**src/rtl/alu_seq_pkg.sv**
```systemverilog
// alu_seq_pkg: shared opcode/state encodings and bus request codes for the
// sequential accumulator ALU.
package alu_seq_pkg;

    typedef enum logic [3:0] {
        OP_NOP  = 4'h0,
        OP_ADDI = 4'h1,
        OP_SUBI = 4'h2,
        OP_ANDI = 4'h3,
        OP_ORI  = 4'h4,
        OP_XORI = 4'h5,
        OP_LDI  = 4'h6,
        OP_ILL  = 4'h7,
        OP_ADD  = 4'h8,
        OP_SUB  = 4'h9,
        OP_AND  = 4'hA,
        OP_OR   = 4'hB,
        OP_XOR  = 4'hC,
        OP_LDR  = 4'hD,
        OP_SHL  = 4'hE,
        OP_SHR  = 4'hF
    } opcode_e;

    typedef enum logic [1:0] {
        IDLE  = 2'd0,
        BUSRD = 2'd1,
        EXEC  = 2'd2,
        DONE  = 2'd3
    } state_e;

    localparam logic [3:0] REQ_IDLE = 4'b0000;
    localparam logic [3:0] REQ_READ = 4'b0001;

    // Register-form ops fetch their operand over the bus first.
    function automatic logic is_reg_op(input logic [3:0] opc);
        return (opc >= OP_ADD) && (opc <= OP_LDR);
    endfunction

    // The illegal opcode behaves exactly like NOP.
    function automatic logic is_nop_op(input logic [3:0] opc);
        return (opc == OP_NOP) || (opc == OP_ILL);
    endfunction

endpackage

```
**src/rtl/alu_seq_datapath.sv**
```systemverilog
// alu_seq_datapath: combinational op/flag unit. Produces the next accumulator,
// carry/borrow and zero for the latched opcode; NOP/illegal pass acc and carry.
module alu_seq_datapath
    import alu_seq_pkg::*;
#(
    parameter int DATA_W = 8
) (
    input  logic [3:0]        opc,
    input  logic [DATA_W-1:0] acc,
    input  logic [DATA_W-1:0] opnd,
    input  logic              carry_in,
    output logic [DATA_W-1:0] acc_nxt,
    output logic              carry_nxt,
    output logic              zero_nxt
);

    logic [DATA_W:0] sum;

    // Opcode decode: add/sub expose bit DATA_W as carry/borrow, other ops clear carry.
    always_comb begin
        acc_nxt   = acc;
        carry_nxt = carry_in;
        sum       = '0;
        case (opc)
            OP_ADDI, OP_ADD: begin
                sum       = {1'b0, acc} + {1'b0, opnd};
                acc_nxt   = sum[DATA_W-1:0];
                carry_nxt = sum[DATA_W];
            end
            OP_SUBI, OP_SUB: begin
                sum       = {1'b0, acc} - {1'b0, opnd};
                acc_nxt   = sum[DATA_W-1:0];
                carry_nxt = sum[DATA_W];
            end
            OP_ANDI, OP_AND: begin
                acc_nxt   = acc & opnd;
                carry_nxt = 1'b0;
            end
            OP_ORI, OP_OR: begin
                acc_nxt   = acc | opnd;
                carry_nxt = 1'b0;
            end
            OP_XORI, OP_XOR: begin
                acc_nxt   = acc ^ opnd;
                carry_nxt = 1'b0;
            end
            OP_LDI, OP_LDR: begin
                acc_nxt   = opnd;
                carry_nxt = 1'b0;
            end
            OP_SHL: begin
                acc_nxt   = acc << opnd[2:0];
                carry_nxt = 1'b0;
            end
            OP_SHR: begin
                acc_nxt   = acc >> opnd[2:0];
                carry_nxt = 1'b0;
            end
            default: begin
                acc_nxt   = acc;
                carry_nxt = carry_in;
            end
        endcase
    end

    assign zero_nxt = (acc_nxt == '0);

endmodule

```
**src/rtl/alu_seq_core.sv**
```systemverilog
// alu_seq_core: sequential accumulator ALU with a valid/ready instruction
// handshake and a bus-read handshake for register-form operands.
// Build option BUS_TIMEOUT_EN: a down-counter bounds the wait for bus_ack to
// TIMEOUT_CYC enabled cycles; on expiry the op ends in DONE with err=1 and
// acc/flags untouched. Without it BUSRD waits forever and err is 0.
//
// state | meaning
// IDLE  | instr_ready high, waiting for an instruction
// BUSRD | bus_req=REQ_READ on bus_addr, waiting for bus_ack
// EXEC  | acc and flags updated from the latched op
// DONE  | done strobe for one enabled cycle
module alu_seq_core
    import alu_seq_pkg::*;
#(
    parameter int DATA_W      = 8,
    parameter int OPND_W      = 4,
    parameter int OPC_W       = 4,
    parameter int BUSREQ_W    = 4,
    parameter int TIMEOUT_CYC = 15
) (
    input  logic                    clk,
    input  logic                    rst,
    input  logic                    ena,
    input  logic [OPND_W+OPC_W-1:0] instr_in,
    input  logic                    instr_valid,
    output logic                    instr_ready,
    output logic [BUSREQ_W-1:0]     bus_req,
    output logic [OPND_W-1:0]       bus_addr,
    input  logic                    bus_ack,
    input  logic [DATA_W-1:0]       bus_rdata,
    output logic [DATA_W-1:0]       acc,
    output logic                    carry,
    output logic                    zero,
    output logic                    done,
    output logic                    err
);

    if (DATA_W < 4) begin : g_chk_data_w
        $error("alu_seq_core: DATA_W must be at least 4");
    end
    if (OPC_W != 4) begin : g_chk_opc_w
        $error("alu_seq_core: opcode encoding needs OPC_W == 4");
    end
    if (TIMEOUT_CYC < 1) begin : g_chk_timeout
        $error("alu_seq_core: TIMEOUT_CYC must be at least 1");
    end

    state_e                state_q, state_d;
    logic [3:0]            opc_q, opc_d;
    logic [DATA_W-1:0]     opnd_q, opnd_d;
    logic [DATA_W-1:0]     acc_q, acc_d;
    logic                  carry_q, carry_d;
    logic                  zero_q, zero_d;
    logic                  done_q, done_d;
    logic                  ready_q, ready_d;
    logic [BUSREQ_W-1:0]   bus_req_q, bus_req_d;
    logic [OPND_W-1:0]     bus_addr_q, bus_addr_d;

    logic [3:0]            instr_opc;
    logic [OPND_W-1:0]     instr_opnd;
    logic [DATA_W-1:0]     dp_acc;
    logic                  dp_carry;
    logic                  dp_zero;

`ifdef BUS_TIMEOUT_EN
    localparam int CNT_W = $clog2(TIMEOUT_CYC + 1);
    logic [CNT_W-1:0]      cnt_q, cnt_d;
    logic                  err_q, err_d;
`endif

    assign instr_opc  = 4'(instr_in[OPC_W-1:0]);
    assign instr_opnd = instr_in[OPC_W +: OPND_W];

    alu_seq_datapath #(
        .DATA_W (DATA_W)
    ) u_datapath (
        .opc       (opc_q),
        .acc       (acc_q),
        .opnd      (opnd_q),
        .carry_in  (carry_q),
        .acc_nxt   (dp_acc),
        .carry_nxt (dp_carry),
        .zero_nxt  (dp_zero)
    );

    // Next-state and next-output logic; everything holds while ena is low.
    always_comb begin
        state_d    = state_q;
        opc_d      = opc_q;
        opnd_d     = opnd_q;
        acc_d      = acc_q;
        carry_d    = carry_q;
        zero_d     = zero_q;
        done_d     = done_q;
        ready_d    = ready_q;
        bus_req_d  = bus_req_q;
        bus_addr_d = bus_addr_q;
`ifdef BUS_TIMEOUT_EN
        cnt_d      = cnt_q;
        err_d      = err_q;
`endif
        if (ena) begin
            case (state_q)
                IDLE: begin
                    if (instr_valid) begin
                        opc_d  = instr_opc;
                        opnd_d = DATA_W'(instr_opnd);
`ifdef BUS_TIMEOUT_EN
                        err_d  = 1'b0;
                        cnt_d  = CNT_W'(TIMEOUT_CYC - 1);
`endif
                        if (is_reg_op(instr_opc)) begin
                            bus_addr_d = instr_opnd;
                            state_d    = BUSRD;
                        end else begin
                            state_d    = EXEC;
                        end
                    end
                end
                BUSRD: begin
                    if (bus_ack) begin
                        opnd_d  = bus_rdata;
                        state_d = EXEC;
                    end
`ifdef BUS_TIMEOUT_EN
                    else if (cnt_q == '0) begin
                        err_d   = 1'b1;
                        state_d = DONE;
                    end else begin
                        cnt_d   = cnt_q - 1'b1;
                    end
`endif
                end
                EXEC: begin
                    acc_d   = dp_acc;
                    carry_d = dp_carry;
                    zero_d  = is_nop_op(opc_q) ? zero_q : dp_zero;
                    state_d = DONE;
                end
                DONE: begin
                    state_d = IDLE;
                end
                default: begin
                    state_d = IDLE;
                end
            endcase
            done_d    = (state_d == DONE);
            ready_d   = (state_d == IDLE);
            bus_req_d = (state_d == BUSRD) ? BUSREQ_W'(REQ_READ) : BUSREQ_W'(REQ_IDLE);
        end
    end

    // State and registered outputs with synchronous reset.
    always_ff @(posedge clk) begin
        if (rst) begin
            state_q    <= IDLE;
            opc_q      <= '0;
            opnd_q     <= '0;
            acc_q      <= '0;
            carry_q    <= 1'b0;
            zero_q     <= 1'b0;
            done_q     <= 1'b0;
            ready_q    <= 1'b1;
            bus_req_q  <= BUSREQ_W'(REQ_IDLE);
            bus_addr_q <= '0;
`ifdef BUS_TIMEOUT_EN
            cnt_q      <= '0;
            err_q      <= 1'b0;
`endif
        end else begin
            state_q    <= state_d;
            opc_q      <= opc_d;
            opnd_q     <= opnd_d;
            acc_q      <= acc_d;
            carry_q    <= carry_d;
            zero_q     <= zero_d;
            done_q     <= done_d;
            ready_q    <= ready_d;
            bus_req_q  <= bus_req_d;
            bus_addr_q <= bus_addr_d;
`ifdef BUS_TIMEOUT_EN
            cnt_q      <= cnt_d;
            err_q      <= err_d;
`endif
        end
    end

    assign instr_ready = ready_q;
    assign bus_req     = bus_req_q;
    assign bus_addr    = bus_addr_q;
    assign acc         = acc_q;
    assign carry       = carry_q;
    assign zero        = zero_q;
    assign done        = done_q;
`ifdef BUS_TIMEOUT_EN
    assign err         = err_q;
`else
    assign err         = 1'b0;
`endif

endmodule

```
**config.mk**
```make
export PLATFORM = sky130hd
export DESIGN_NAME = alu_seq_core
export DESIGN_NICKNAME = d
export VERILOG_FILES = /design/src/rtl/alu_seq_pkg.sv /design/src/rtl/alu_seq_datapath.sv /design/src/rtl/alu_seq_core.sv
export SDC_FILE = /design/constraint.sdc
export NUM_CORES = 1
export LEC_CHECK = 0
export ABC_AREA = 1
export CAP_MARGIN = 15
export CORE_UTILIZATION = 51
export DETAILED_ROUTE_END_ITERATION = 10
export HOLD_SLACK_MARGIN = 0.02
export MAX_ROUTING_LAYER = met4
export PLACE_DENSITY = 0.78
export REMOVE_ABC_BUFFERS = 1
export SYNTH_ARGS = -nofsm -noshare
export SYNTH_HDL_FRONTEND = slang
export SYNTH_SLANG_ARGS = --single-unit
```
**constraint.sdc**
```tcl
create_clock -name clk -period 1.95 [get_ports clk]
set_input_delay 0.39 -clock clk [delete_from_list [all_inputs] [get_ports clk]]
set_output_delay 0.39 -clock clk [all_outputs]
set_load 0.05 [all_outputs]
```
After elaboration in Yosys (flattened, before gate mapping). Index checks and enable logic that the tools add are counted. W data, S select, Z words.

Equal/unequal tests: 22. Order comparisons: 2. Shift operators: 2. $add $sub $neg: 2. Reductions and logical operators: 21. Bitwise logic cells: 4. Mux-type cells: 11.

Operators with widths (count): $pmux W8 S8 (1); $eq A4 B4 Y1 const B (8); $eq A4 B3 Y1 const B (4); $mux W8 (2); $pmux W8 S2 (1); $reduce_or A2 Y1 (6); $reduce_or A10 Y1 (1); $add A8 B8 Y9 (1); $reduce_and A3 Y1 (3); $sub A8 B8 Y9 (1); $and A8 B8 Y8 (1); $eq A4 B2 Y1 const B (2); $logic_not A8 Y1 (1); $mux W2 (4); $or A8 B8 Y8 (1); $pmux W2 S4 (1); $reduce_and A4 Y1 (2); $shl A8 B3 Y8 (1); $shr A8 B3 Y8 (1); $xor A8 B8 Y8 (1); $eq A2 B2 Y1 const B (3); $eq A2 B1 Y1 const B (2); $eq A4 B1 Y1 const B (1); $ge A4 B4 Y1 const B (1); 12 further kinds (14).

Logic and storage cells: 74. Input bits: 21. Register bits: 34. Output and inout bits: 21.

Longest topological paths before layout.
Word-level depth: 8. Mapped depth: 17.

By module. A second synthesis with hierarchy kept.

Cells, all modules: 580. Area total of the unflattened synthesis: 3380.7 um^2.

By module, submodules not included: alu_seq_datapath (area an instance 2010.7 um^2, sequential area each 0.0 um^2, cells each 394, times used 1); alu_seq_core (area an instance 1370.1 um^2, sequential area each 620.6 um^2, cells each 186, times used 1).

Worst setup path after synthesis. OpenSTA, ideal clock, no wires.

Kind: reg-to-reg. Start: reg acc_q[0] (netlist: acc[0]). End: reg zero_q (netlist: zero). Path buffers: 0. Required time: 1879 ps. Stages on the path, launching flop included: 15. Library setup time: 71 ps. Data arrival time: 2258 ps. Slack: -378 ps. Clock period less this slack: 2328 ps. Cell sequence: dfxtp_1 > ha_1 > inv_1 > fa_1 > inv_1 > nand2_1 > nand2_1 > nand3_1 > nand3_1 > o21ai_0 > nor2_1 > nand3_1 > nor2_1 > nand3_1 > a21oi_1.

Cells in the longest elaborated chain, start to end: 3.

Ends and longest elaborated chain: start, declared (RTL line alu_seq_core.sv:51) `logic [DATA_W-1:0] acc_q, acc_d;`; start signal, assigned (RTL line alu_seq_core.sv:159) `acc_q <= '0;`; start signal, assigned (RTL line alu_seq_core.sv:174) `acc_q <= acc_d;`; $sub A8 B8 Y9 (tied with other cells) (RTL line alu_seq_datapath.sv:31) `sum = {1'b0, acc} - {1'b0, opnd};`; $pmux W8 S8 * (RTL line alu_seq_datapath.sv:24) `case (opc)`; $logic_not A8 Y1 * (RTL line alu_seq_datapath.sv:66) `assign zero_nxt = (acc_nxt == '0);`; end signal, assigned (RTL line alu_seq_core.sv:176) `zero_q <= zero_d;`; end, declared (RTL line alu_seq_core.sv:53) `logic zero_q, zero_d;`.

Every way passes the cells marked *; elsewhere a longest branch is shown, timed or not. A chain may end at the register's enable or synchronous reset.

Final worst setup path.
Start: reg acc_q[3] (netlist: acc[3]). End: reg zero_q (netlist: zero).

Same word-level chain as after synthesis.

==> out/qor.yml <==
sta:
  hold_viol_final: 0
  maxSlewHeadroom_pct: 65.1
  max_freq_mhz: 477
  fin_crit_ns: 2.10
  hold_slack_ns: 0.485
  finalSetupViolCount: 2
  finalMaxSlewViolations: 0
  fin_ws_ns: -0.147
  finalCritPeriodShare_pct: 108
  finClkSkew_ns: 0.00543
  rsz0062_at_grt: "yes"
  tightest_slew_ns: 0.521
clock_tree:
  worstSkewPairLatency_ns: 0.29
  clock_path_buffers: 2
  cts_hold_buf: 0
  numCtsBuffers: 5
  cts-htree-levels: 2
  cts_tree: "yes"
  cts-root-buf: "clkbuf_8"
  path_clk_slew_ns: 0.07
  cts_sinks: 31
hold_path:
  hold_depth: 2
  hold_path_class: "register to register"
power_and_ir_drop:
  power_leakage_nw: 2.22
  p_per_area_nw_per_um2: 519
  max-vdd-ir-drop_v: 0.000422
yosys:
  yosys_warnings: 0
  ys_ff_latch: 31
  synth_cell_type_count: 34
  synth_area_um2: 3160
  ys_seq_area_share_pct: 19.7
  synthCells: 545
  syn_avg_cell_area_um2: 5.79
place:
  gp_congestion: 1.00
  io_buffer_count: 37
  dp_slack_ns: -0.162
  dpl.hpwl_um: 8880
die:
  num_rows: 28
  floorplan.die.height_um: 80.7
  dieArea_um2: 6510
  core_um2: 5960
  die_x_um: 80.7
  start_util_pct: 53.0
  ios: 42
worst_setup_path:
  critPathCaptureType: "register"
  startpoint_type: "register"
  crit_top_cell: "nand3_1"
  cpMaxStageDelayCell: "dfxtp_1"
  path_buf_inv: 2
  worstPathMaxFanout: 7
  cpPeakStageDelay_ns: 0.32
  reg2reg_depth: 14
  crit_path_cell_trace: "buf_4 > ha_1 > buf_4 > nor2_1 > nand2_2 > nand3_1 > nand3_1 > nand3_2 > nand2_2 > nor2_4 > nand3_2 > nor2_1 > nand3_1 > a21oi_1"
  crit_cells: 14
  path_class: "register to register"
  cp.required_ns: 2.17
  cp.arrival_ns: 2.32
  critPathTopFamily: "simple AND/OR/NAND/NOR gates"
route:
  wl_per_cell_um: 15.2
  wl_um: 11100
  wl_met1_um: 4910
  top_layer: "met4"
  first_pass_iters: 7
  vias: 4006
  drt_iter0_markers: 425
  dr_wl_met3_um: 867
  vias_per_cell: 5.46
  wl_met2_um: 5090
  antenna_left: 0
  route.detailed.drc: 0
finish:
  final_common_cell: "nand2_1"
  nets: 706
  layout_common_cells: "nand2_1 (146), buf_4 (87), inv_1 (67)"
  drive_gt1_share_pct: 25.6
  diodes: 0
  fillers: 519
  area_growth_pct: 39.7
outcome:
  status: "complete, but fails checks"
  failed_checks: "setup timing"
grt:
  antenna_found_initial: 0
  grt_max_degree: 15
  overflow: 0
  first_global_vias: 3480
  grt_util_all_layers_pct: 35.9
  grt_first_pass_wirelength_um: 17200
job:
  cap_violations: 0
==> worst paths after layout <==
kind                              from    to  slack (ns)
worst max-delay path            acc[3]  zero       -0.15
worst min-delay path              done  done        0.49
worst max register to register  acc[3]  zero       -0.15
worst min register to register    done  done        0.49
==> kinds of logic after synthesis <==
family                     count (synthesis)  synth area share, %
AOI/OAI and AO/OA                         80                 14.4
adders and majority gates                 27                 11.2
buffers and inverters                     98                 12.7
DFF                                       31                 19.7
other                                      1                0.119
and+or+nand+nor                          308                 42.0
==> stage by stage <==
stage | setup TNS (ns) | util, % | total power [mW] | cells | cell area, µm²
final | -0.257 | 74.1 | 2.29 | 734 | 4410
after global routing | -0.734 | 74.1 | 2.42 | 734 | 4410
after CTS | -0.0556 | 71.6 | 2.21 | 732 | 4270
after detailed placement | -0.442 | 69.1 | 1.69 | 724 | 4110
after global placement | -0.145 | 69.1 | 1.67 | 724 | 4110
after floorplan | -1.85 | - | 1.27 | 534 | 3080
==> final cells by class <==
cell class | instances | area, µm² | area share [%]
clock buffer | 6 | 72.6 | 1.64
clock inverter | 2 | 12.5 | 0.284
inverter | 84 | 320 | 7.26
multi-input combinational | 419 | 2320 | 52.6
sequential | 31 | 637 | 14.4
tap | 75 | 93.8 | 2.13
timing repair buffer | 117 | 955 | 21.6
==> flip-flops by register name (all words and copies together) (netlist names) <==
name         count
state_q          2
acc              8
bus_addr         4
carry            1
instr_ready      1
zero             1
opc_q            4
done             1
opnd_q           8
bus_req          1
==> synthesized netlist by cell type (all sizes together) <==
| cell type | instances | area [µm²] |
|---|---|---|
| o21bai | 1 | 7.51 |
| a221oi | 1 | 8.76 |
| o211ai | 7 | 52.6 |
| a31oi | 4 | 25.0 |
| a21o | 2 | 15.0 |
| fa | 2 | 40.0 |
| o21ai | 28 | 140 |
| a32oi | 1 | 8.76 |
| o21a | 1 | 7.51 |
| buf | 12 | 77.6 |
| o22ai | 4 | 25.0 |
| a211oi | 4 | 30.0 |
| nor3 | 3 | 20.0 |
| nand3 | 70 | 355 |
| nor2 | 63 | 257 |
| or2 | 3 | 18.8 |
| nand4 | 8 | 50.1 |
| clkbuf | 2 | 7.51 |
| nand2 | 158 | 603 |
| dfxtp | 31 | 621 |
| ha | 25 | 313 |
| and2 | 1 | 6.26 |
| nand3b | 2 | 15.0 |
| a21oi | 27 | 135 |
| inv | 84 | 315 |
| conb | 1 | 3.75 |
==> routing by layer <==
layer	track usage (%)	up-vias
li1	-	1980
met1	46.2	1813
met2	58.5	188
met3	4.89	25
met4	10.0	0
met5	-	-
==> report_power, final <==
| part | internal, mW | leakage [nW] | switching, mW |
|---|---|---|---|
| Clock | 0.249 | 0.0412 | 0.259 |
| Combinational | 0.435 | 1.93 | 0.631 |
| Sequential | 0.676 | 0.257 | 0.0403 |
==> worst reg2reg max path: stages (launching register included) <==
cell and delay [ns]:
dfxtp_1 0.32, buf_4 0.18, ha_1 0.28, buf_4 0.17
nor2_1 0.11, nand2_2 0.08, nand3_1 0.08, nand3_1 0.10
nand3_2 0.10, nand2_2 0.07, nor2_4 0.12, nand3_2 0.09
nor2_1 0.11, nand3_1 0.08, a21oi_1 0.14
==> repair_timing <==
action,4_1_cts,5_1_grt
pin swaps,4,20
gates resized for setup,16,52
setup endpoints to repair,7,10
setup buffers,0,2
hold endpoints to repair,0,0
Note: power is estimated with default switching activity, not from simulation.
